**src/rtl/uart_tx_arbiter.sv**
```systemverilog
// rtl/uart_tx_arbiter.sv - packet-level round-robin arbiter sharing one UART byte transmitter
// Optional stall timeout enabled by defining UART_ARB_TIMEOUT_EN.
module uart_tx_arbiter #(
    parameter int NUM_REQ        = 4,
    parameter int TIMEOUT_CYCLES = 100_000
) (
    input  logic                   i_clk,
    input  logic                   i_rst,
    input  logic [NUM_REQ-1:0]     i_req_valid,
    input  logic [8*NUM_REQ-1:0]   i_req_data,
    input  logic [NUM_REQ-1:0]     i_req_last,
    output logic [NUM_REQ-1:0]     o_req_ready,
    input  logic                   i_tx_busy,
    output logic [7:0]             o_tx_data,
    output logic                   o_tx_en,
    output logic [NUM_REQ-1:0]     o_grant,
    output logic                   o_timeout
);

    localparam int IW = (NUM_REQ > 1) ? $clog2(NUM_REQ) : 1;

    typedef enum logic [1:0] {IDLE, GRANT, GUARD} state_t;

    state_t              r_state;
    logic [IW-1:0]       r_ptr;
    logic [IW-1:0]       r_owner;
    logic                r_last;
    logic [NUM_REQ-1:0]  r_grant;
    logic [7:0]          r_tx_data;
    logic                r_tx_en;

    logic [7:0]          w_data [NUM_REQ];
    logic [IW-1:0]       w_idx;
    logic [IW-1:0]       w_sel;
    logic                w_found;
    logic                w_own_valid;
    logic                w_xfer;
    logic                w_timeout;

    always_comb begin
        for (int k = 0; k < NUM_REQ; k++) begin
            w_data[k] = i_req_data[8*k +: 8];
        end
    end

    // First valid requester strictly after the last owner, wrapping around.
    always_comb begin
        w_found = 1'b0;
        w_sel   = '0;
        w_idx   = '0;
        for (int i = 1; i <= NUM_REQ; i++) begin
            w_idx = IW'((int'(r_ptr) + i) % NUM_REQ);
            if (!w_found && i_req_valid[w_idx]) begin
                w_found = 1'b1;
                w_sel   = w_idx;
            end
        end
    end

    assign w_own_valid = i_req_valid[r_owner];
    assign w_xfer      = (r_state == GRANT) && w_own_valid && !i_tx_busy;
    assign o_req_ready = w_xfer ? r_grant : '0;
    assign o_grant     = r_grant;
    assign o_tx_data   = r_tx_data;
    assign o_tx_en     = r_tx_en;

`ifdef UART_ARB_TIMEOUT_EN
    logic [31:0] r_stall_cnt;
    logic        r_timeout;

    assign w_timeout = (r_state == GRANT) && !w_own_valid &&
                       (r_stall_cnt == 32'(TIMEOUT_CYCLES - 1));
    assign o_timeout = r_timeout;

    always_ff @(posedge i_clk or posedge i_rst) begin
        if (i_rst) begin
            r_stall_cnt <= '0;
        end else if (r_state != GRANT || w_own_valid || w_timeout) begin
            r_stall_cnt <= '0;
        end else begin
            r_stall_cnt <= r_stall_cnt + 32'd1;
        end
    end
`else
    assign w_timeout = 1'b0;
    assign o_timeout = 1'b0;
`endif

    always_ff @(posedge i_clk or posedge i_rst) begin
        if (i_rst) begin
            r_state   <= IDLE;
            r_ptr     <= IW'(NUM_REQ - 1);
            r_owner   <= '0;
            r_last    <= 1'b0;
            r_grant   <= '0;
            r_tx_data <= 8'h00;
            r_tx_en   <= 1'b0;
`ifdef UART_ARB_TIMEOUT_EN
            r_timeout <= 1'b0;
`endif
        end else begin
            r_tx_en   <= 1'b0;
`ifdef UART_ARB_TIMEOUT_EN
            r_timeout <= 1'b0;
`endif
            case (r_state)
                IDLE: begin
                    if (w_found) begin
                        r_grant <= NUM_REQ'(1) << w_sel;
                        r_owner <= w_sel;
                        r_state <= GRANT;
                    end
                end
                GRANT: begin
                    if (w_xfer) begin
                        r_tx_data <= w_data[r_owner];
                        r_tx_en   <= 1'b1;
                        r_last    <= i_req_last[r_owner];
                        r_state   <= GUARD;
                    end else if (w_timeout) begin
`ifdef UART_ARB_TIMEOUT_EN
                        r_timeout <= 1'b1;
`endif
                        r_grant   <= '0;
                        r_ptr     <= r_owner;
                        r_state   <= IDLE;
                    end
                end
                GUARD: begin
                    // Busy is not trusted here: the transmitter may not have raised it yet.
                    if (r_last) begin
                        r_grant <= '0;
                        r_ptr   <= r_owner;
                        r_state <= IDLE;
                    end else begin
                        r_state <= GRANT;
                    end
                end
                default: r_state <= IDLE;
            endcase
        end
    end

endmodule
```
**config.mk**
```make
export PLATFORM = sky130hd
export DESIGN_NAME = uart_tx_arbiter
export DESIGN_NICKNAME = d
export VERILOG_FILES = /design/src/rtl/uart_tx_arbiter.sv
export SDC_FILE = /design/constraint.sdc
export NUM_CORES = 1
export LEC_CHECK = 0
export CAP_MARGIN = 10
export CORE_MARGIN = 5
export CORE_UTILIZATION = 55
export CTS_BUF_LIST = sky130_fd_sc_hd__clkbuf_4
export CTS_CLUSTER_DIAMETER = 40
export DETAILED_ROUTE_END_ITERATION = 8
export DONT_BUFFER_PORTS = 1
export PLACE_DENSITY = 0.7
export SLEW_MARGIN = 30
export SYNTH_ARGS = -nofsm -noshare
export SYNTH_HDL_FRONTEND = slang
export SYNTH_SLANG_ARGS = --single-unit
```
**constraint.sdc**
```tcl
create_clock -name i_clk -period 3.8 [get_ports i_clk]
set_input_delay 0.76 -clock i_clk [delete_from_list [all_inputs] [get_ports i_clk]]
set_output_delay 0.76 -clock i_clk [all_outputs]
set_load 0.05 [all_outputs]
```
; ---- Yosys cells after proc, flatten, opt, wreduce, memory -nomap -nowiden
; Index checks and enable logic that the tools add are counted.
[totals]
regBits = 20
wordCells = 73
input_bits = 43
out_inout_bits = 18
[op_classes]
reduce_logical = 16
bitwise_logic = 1
mux = 33
n_lt_le_gt_ge = 6
eq_ne = 5
addsub = 4
shift = 1
[ops]
columns = op, n
row1 = $bmux 8 s2, 1
row2 = $mux 8, 2
row3 = $lt 2x3->1 const B, 5
row4 = $mux 1, 13
row5 = $bmux 1 s2, 6
row6 = $mux 2, 6
row7 = $mux 4, 3
row8 = $pmux 4 s2, 1
row9 = $reduce_and 2->1, 4
row10 = $ne 2x2->1 const B, 3
row11 = $pmux 2 s3, 1
row12 = $logic_and 1x1->1, 5
row13 = $add 2x1->2 const B, 2
row14 = $add 2x2->2 const B, 2
row15 = $logic_not 1->1, 4
row16 = $shl 1x2->4 const A, 1
row17 = $ge 3x3->1 const B, 1
row18 = $not 2->3, 1
row19 = $reduce_and 3->1, 1
row20 = $eq 2x1->1 const B, 1
row21 = $eq 2x2->1 const B, 1
row22 = $logic_not 2->1, 1
row23 = $reduce_bool 2->1, 1

; ---- Longest topological paths before layout
; Gate-level depths: netlist of run 1.
[logic_depth]
word_depth = 16
ltp_mapped = 5

; ---- Least setup slack after synthesis of run 1
; Ideal clock, no wire load.
[synth_path]
path_type = input -> output
from = in i_req_valid[2]
to = out o_req_ready[0]
required_ns = 3.040
path_stages = 5
setup_slack_ns = 1.049
arrival_ns = 1.991
path_buffers = 1
path_cell_list = mux4_2 nor2b_4 nor3b_4 buf_6 and2_1
[synth_via]
elab_chain_len = 5
[synth_rtl]
columns = item, line_no
row1 = from (decl), 9  ; input logic [NUM_REQ-1:0] i_req_valid,
row2 = $bmux 1 s2, 60  ; assign w_own_valid = i_req_valid[r_owner];
row3 = $mux 1 (not written as such), 60
row4 = $logic_and 1x1->1 (2 in a row), 61  ; assign w_xfer = (r_state == GRANT) && w_own_valid && !i_tx_busy;
row5 = $mux 4, 62  ; assign o_req_ready = w_xfer ? r_grant : '0;
row6 = to (decl), 12  ; output logic [NUM_REQ-1:0] o_req_ready,
; Every way passes these cells. The select of a mux whose other input is x is not followed.

; ---- Worst setup path in the final report of run 1
[layout_path]
from = reg r_owner[1]
to = out o_req_ready[3]
[layout_via]
elab_chain_len = 5
[layout_rtl]
columns = item, line_no
row1 = from (decl), 26  ; logic [IW-1:0] r_owner;
row2 = from (signal assigned), 110  ; r_owner <= w_sel;
row3 = $bmux 1 s2, 60
row4 = $mux 1 (not written as such), 60
row5 = $logic_and 1x1->1 (2 in a row), 61
row6 = $mux 4, 62
; Every way passes these cells. The select of a mux whose other input is x is not followed.

==> out/qor.txt, run 1 <==
status: complete, no violations
Avg Synthesized Cell Area: 14.32 um2
Crit Path Max Fanout: 14
Worst EP arrival: 2.36 ns
mapped cell area: 1160 um2
num rows: 16
gpl congestion: 0.7680
ANT cells: 0
Initial Util: 58.52%
Flop pwr share: 54.7%
slowest CP cell: dfrtp_1
Vias per Instance: 6.427
Sw Ratio: 48.16%
CP Capture Type: output port
crit path kind: reg -> out
Post-Place Cells: 106
Die X-Extent: 55.92 um
Cell Chain, Critical Path: mux4_2 -> nor2b_4 -> nor3b_4 -> buf_4 -> and2_1
Setup Buffers After CTS: 0
clk_lat worst skew: 0.30 ns
headroom to the max-slew limit: 45.72%
clk slew on worst S/H paths: 0.11 ns
Int Power: 610.2 uW
Buf+Inv Stages, Crit Path: 1
die area: 3127 um2
die height: 55.92 um
path length in cells of the critical path: 5
CP delay by family, top: flip-flops
Setup TNS Final: 0 ns
PD cells: 974.9 nW/um2
Post-Route Skew: 0.003605 ns
GR Overflow Total: 0
R2R cell count: 5
CP peak stage delay: 0.68 ns
RR Startpoint: r_owner[1]
H-tree depth: 1
IO Port Bufs: 0
Tightest Pin Transition: 0.8053 ns
number of CTS-inserted buffers: 3
Tot GR Track Use: 16.28%
syn nets: 124
First-pass DRT Iterations: 4
Worst R2R Setup Slack: 1.66 ns
R2R Path End: o_tx_data[6]
area grow syn2layout: 4.099%
Max VDD drop: 0.5356 mV
Resized cells post-CTS: 0
largest net degree at the start of global routing: 21
final setup violation count: 0
Top-Level Pins: 61
YS warnings: 0
# clock sinks: 20
Synth Register Bits: 20
wire length of the first global-routing pass: 4043 um
count of cell types in the netlist: 32
# Max-Cap Violations: 0
antenna-violating nets left: 0
NetSw: 566.9 uW
share of cells above drive strength 1: 37.35%
antenna violations before repair: 0
Post-Syn Instances: 81
Worst Hold Class: in -> async
Final period util: 82.15%
final hold violation count: 0
non-filler cells, final: 110
Comb power frac: 36.7%
Routed WL per cell: 22.18 um
vias in the first global route: 790
FMAX: 320.3 MHz
dpl hpwl: 1923 um
aggregate routed wire length: 2440 um
most common cell after layout, fill and taps aside: dfrtp_1
DR iter-0 viols: 11
DR vias: 707
CP Launch Type: flop
CP required: 3.04 ns
clock power share: 8.5%
most frequent cells in the layout: dfrtp_1 (18), mux4_2 (10), mux2_2 (6)
Leakage: 0.4963 nW
RSZ-0062 raised after global routing: no
drt drc: 0
CTS Buffer Depth: 2
hold buffers post-CTS: 0
Final min period: 3.122 ns
core area: 1982 um2
final core utilization: 60.92%
clk root buf: clkbuf_4
CTS tree: done
share of the yosys chip area belonging to registers: 43.37%
nets@finish: 127
Slew Limit Fails: 0
## layer usage
layer  routed length (um)  GRT usage [%]  vias to the layer above
li1                     -              -                      318
met5                    0              0                        -
met4                    6          1.017                        0
met2                 1274          28.21                       36
met1                  917          19.64                      351
met3                  242          7.193                        2
## synth_stat cells, drive strengths merged
| cell | count | area, um2 |
|---|---|---|
| o22a | 1 | 8.760 |
| nor3 | 1 | 5.000 |
| o211ai | 1 | 7.510 |
| nor2 | 2 | 7.510 |
| nand3b | 1 | 7.510 |
| and2 | 4 | 25.02 |
| o41ai | 1 | 16.27 |
| a21oi | 2 | 10.01 |
| and3b | 1 | 8.760 |
| buf | 4 | 27.52 |
| a21o | 1 | 7.510 |
| inv | 3 | 11.26 |
| a211o | 1 | 8.760 |
| a211oi | 1 | 7.510 |
| dfstp | 2 | 52.55 |
| o21ai | 2 | 10.01 |
| mux4 | 10 | 225.2 |
| a32o | 4 | 40.04 |
| nand2b | 3 | 18.77 |
| nand3 | 1 | 5.000 |
| nor3b | 2 | 26.28 |
| mux2 | 11 | 142.6 |
| nand2 | 1 | 3.750 |
| o311ai | 1 | 8.760 |
| conb | 1 | 3.750 |
| nor2b | 1 | 13.76 |
| dfrtp | 18 | 450.4 |
## worst max-delay path by stage
stage,start,end,slack [ns]
floorplan,i_req_valid[2],o_req_ready[0],1.05
global placement,i_req_valid[3],o_req_ready[2],1.01
detailed placement,r_owner[1],o_req_ready[2],0.99
CTS,r_owner[1],o_req_ready[2],0.66
global route,r_owner[1],o_req_ready[0],0.54
finish,r_owner[1],o_req_ready[3],0.68
## stage by stage
step,setup WS (ns),hold slack (ns),cell area (um2),power [mW]
floorplan,1.049,0.4950,1160,1.002
global placement,1.014,0.5287,1181,1.068
detailed placement,0.9895,0.5297,1181,1.088
CTS,0.6596,0.4834,1207,1.188
global route,0.5439,0.5044,1207,1.249
finish,0.6782,0.4559,1207,1.177
## power groups by stage
stage | sequential (mW) | combinational [mW] | clock [mW]
after CTS | 0.645 | 0.440 | 0.103
after global routing | 0.661 | 0.472 | 0.116
after global placement | 0.644 | 0.425 | 0
after floorplan | 0.607 | 0.396 | 0
final | 0.644 | 0.432 | 0.100
after detailed placement | 0.649 | 0.439 | 0
## cells by family after synthesis
| logic type | after synthesis | share of synthesized area [%] |
|---|---|---|
| multiplexers | 21 | 31.71 |
| flip-flops | 20 | 43.37 |
| AND/OR/NAND/NOR | 17 | 10.46 |
| AO/OA/AOI/OAI | 15 | 10.79 |
| buffers and inverters | 7 | 3.344 |
| other | 1 | 0.3233 |
## layout make-up
| type | count | area, um2 |
|---|---|---|
| fillers | 161 | 774.5 |
| well taps | 27 | 33.78 |
| clock buffers | 3 | 22.52 |
| inverters | 3 | 11.26 |
| flip-flops and latches | 20 | 503.0 |
| clock inverters | 1 | 3.754 |
| multi-input cells | 54 | 618.1 |
| repair buffers | 2 | 15.01 |
## sequential cells by signal, indices dropped and copies added, names as in the netlist
| signal | flops |
|---|---|
| o_tx_data | 8 |
| o_grant | 4 |
| r_owner | 2 |
| r_ptr | 2 |
| r_state | 2 |
| o_tx_en | 1 |
| r_last | 1 |
(Power assumes the default switching activity.)
==> run 2, diff against run 1 <==
--- a/config.mk
+++ b/config.mk
@@ -12,7 +12,7 @@
 export CTS_CLUSTER_DIAMETER = 40
 export DETAILED_ROUTE_END_ITERATION = 8
 export DONT_BUFFER_PORTS = 1
-export PLACE_DENSITY = 0.7
+export PLACE_DENSITY = 0.73
 export SLEW_MARGIN = 30
 export SYNTH_ARGS = -nofsm -noshare
 export SYNTH_HDL_FRONTEND = slang
==> constraint.sdc (replaced) <==
create_clock -name i_clk -period 2.75 [get_ports i_clk]
set_input_delay 0.55 -clock i_clk [delete_from_list [all_inputs] [get_ports i_clk]]
set_output_delay 0.55 -clock i_clk [all_outputs]
set_load 0.05 [all_outputs]
==> run 2 against run 1 <==
Net effect:
- worst setup slack worse by 0.43 ns
- core utilization up 6.9 points
- clock-buffer cell count unchanged
- clock skew up 0.0052 ns
- first-iteration DRC count up 55%
- largest cell class unchanged
- routed wire length up 16%
- die area unchanged
- via count up 9.6%
- sequential power up 34%
==> out/qor.txt, run 2 (synthesis results as in run 1) <==
CTS Buffer Depth: 2 (unchanged)
num rows: 16 (unchanged)
critical path startpoint: r_owner[1]
# clock sinks: 20 (unchanged)
DR vias: 775 (+9.6%)
CP required: 2.20 ns (-0.84 ns)
Max VDD drop: 0.7436 mV (+39%)
area grow syn2layout: 15.86%
RR Startpoint: r_owner[1]
core area: 1982 um2 (unchanged)
most frequent cells in the layout: dfrtp_1 (18), mux4_2 (10), mux2_2 (6), buf_4 (6), mux2_4 (5)
gpl congestion: 0.7992 (+4.1%)
hold buffers post-CTS: 0 (unchanged)
status: complete, no violations
Worst EP arrival: 1.95 ns (-0.41 ns)
antenna-violating nets left: 0 (unchanged)
R2R cell count: 6 (+1)
max FFs per register: 8 (unchanged)
final hold violation count: 0 (unchanged)
Worst Hold Class: in -> async
met2 WL post-DR: 1587 um (+25%)
top routing layer used: met4
total power: 1.804 mW (+53%)
Tightest Pin Transition: 0.7699 ns (-0.03548 ns)
share of cells above drive strength 1: 43.96% (+6.6 points)
Reg area: 503.0 um2 (unchanged)
dpl hpwl: 2136 um (+11%)
clk slew on worst S/H paths: 0.12 ns (about the same)
CP endpoint: o_req_ready[0]
vias in the first global route: 873 (+11%)
Crit Path Max Fanout: 3 (-11)
Filler Cell Count: 147 (-8.7%)
FMAX: 399.5 MHz
Setup TNS Final: 0 ns (unchanged)
Die X-Extent: 55.92 um (unchanged)
antenna violations before repair: 0 (unchanged)
drt drc: 0 (unchanged)
Resized cells post-CTS: 0 (unchanged)
WL met1: 1015 um (+11%)
Worst R2R Setup Slack: 0.86 ns (-0.80 ns)
nets@finish: 135 (+6.3%)
Routed WL per cell: 24.01 um (+8.2%)
met3 wire length: 196 um (-19%)
ANT cells: 0 (unchanged)
GR Overflow Total: 0 (unchanged)
Tot GR Track Use: 19.77% (+3.5 points)
CP Launch Type: flop
area of the multi-input gates: 618.1 um2 (unchanged)
R2R Path End: o_tx_data[7]
crit path kind: reg -> out
aggregate routed wire length: 2833 um (+16%)
First-pass DRT Iterations: 4 (unchanged)
most common cell after layout, fill and taps aside: dfrtp_1
die area: 3127 um2 (unchanged)
largest net degree at the start of global routing: 21 (unchanged)
Final period util: 91.02%
RSZ-0062 raised after global routing: no
CTS tree: done
DR iter-0 viols: 17 (+6)
clk root buf: clkbuf_4
final setup violation count: 0 (unchanged)
Final min period: 2.503 ns
IO Port Bufs: 0 (unchanged)
wire length of the first global-routing pass: 4767 um (+18%)
Initial Util: 58.52% (unchanged)
headroom to the max-slew limit: 48.62% (+2.9 points)
Top-Level Pins: 61 (unchanged)
number of CTS-inserted buffers: 3 (unchanged)
Slew Limit Fails: 0 (unchanged)
H-tree depth: 1 (unchanged)
clk_lat worst skew: 0.31 ns (about the same)
Vias per Instance: 6.568 (+2.2%)
Setup Buffers After CTS: 3 (+3)
Leakage: 0.5618 nW (+13%)
die height: 55.92 um (unchanged)
PD cells: 1343 nW/um2 (+38%)
Post-Route Skew: 0.008822 ns (+0.005217 ns)
# Max-Cap Violations: 0 (unchanged)
CP Capture Type: output port
run 2: cell types whose count changed in the layout (fill, tap and decap cells not counted), sizes merged:
cell,previous run,this run
bufinv,0,1
buf,2,10
clkinv,1,0
run 2: how the worst min path moves through the flow:
stage	startpoint	end	slack [ns]	cells past startpoint
6_report	i_rst	o_grant[0]	0.25	1
3_3_place_gp	r_last	r_last	0.52	1
2_1_floorplan	r_last	r_last	0.50	1
3_5_place_dp	r_last	r_last	0.53	1
4_1_cts	i_rst	o_tx_data[5]	0.27	1
5_1_grt	i_rst	o_tx_en	0.29	1
run 2: layer usage:
layer  up-vias  GRT usage (%)
met5         -              0
met4         0          4.407
met3         5          6.961
met2        36          36.32
met1       395          21.78
li1        339              -
run 2: critical path, stage by stage (launching register included):
cell     delay, ns
dfrtp_1       0.38
mux4_2        0.50
nor2b_4       0.14
nor3b_4       0.14
buf_4         0.15
and2_1        0.18
buf_12        0.15
run 2: final cells by class:
cell class              instances  share of cell area [%]
well taps                      27                   2.514
multi-input cells              54                   46.00
flip-flops and latches         20                   37.43
clock inverters                 1                   2.235
clock buffers                   3                   1.676
inverters                       3                  0.8380
repair buffers                 10                   9.311
run 2: report_power, final:
part	switching (mW)	total [mW]	internal, mW
Combinational	0.292	0.700	0.408
Sequential	0.429	0.865	0.436
Clock	0.0918	0.239	0.147
run 2: metrics by stage:
step	hold slack, ns	worst slack (ns)	instances	utilization, %	cell area (um2)
3_3_place_gp	0.5244	0.2506	111	64.02	1269
5_1_grt	0.2862	0.1589	118	67.80	1344
4_1_cts	0.2674	0.2311	118	67.80	1344
3_5_place_dp	0.5318	0.2411	111	64.02	1269
2_1_floorplan	0.4950	0.4186	81	-	1160
6_report	0.2539	0.2469	118	67.80	1344
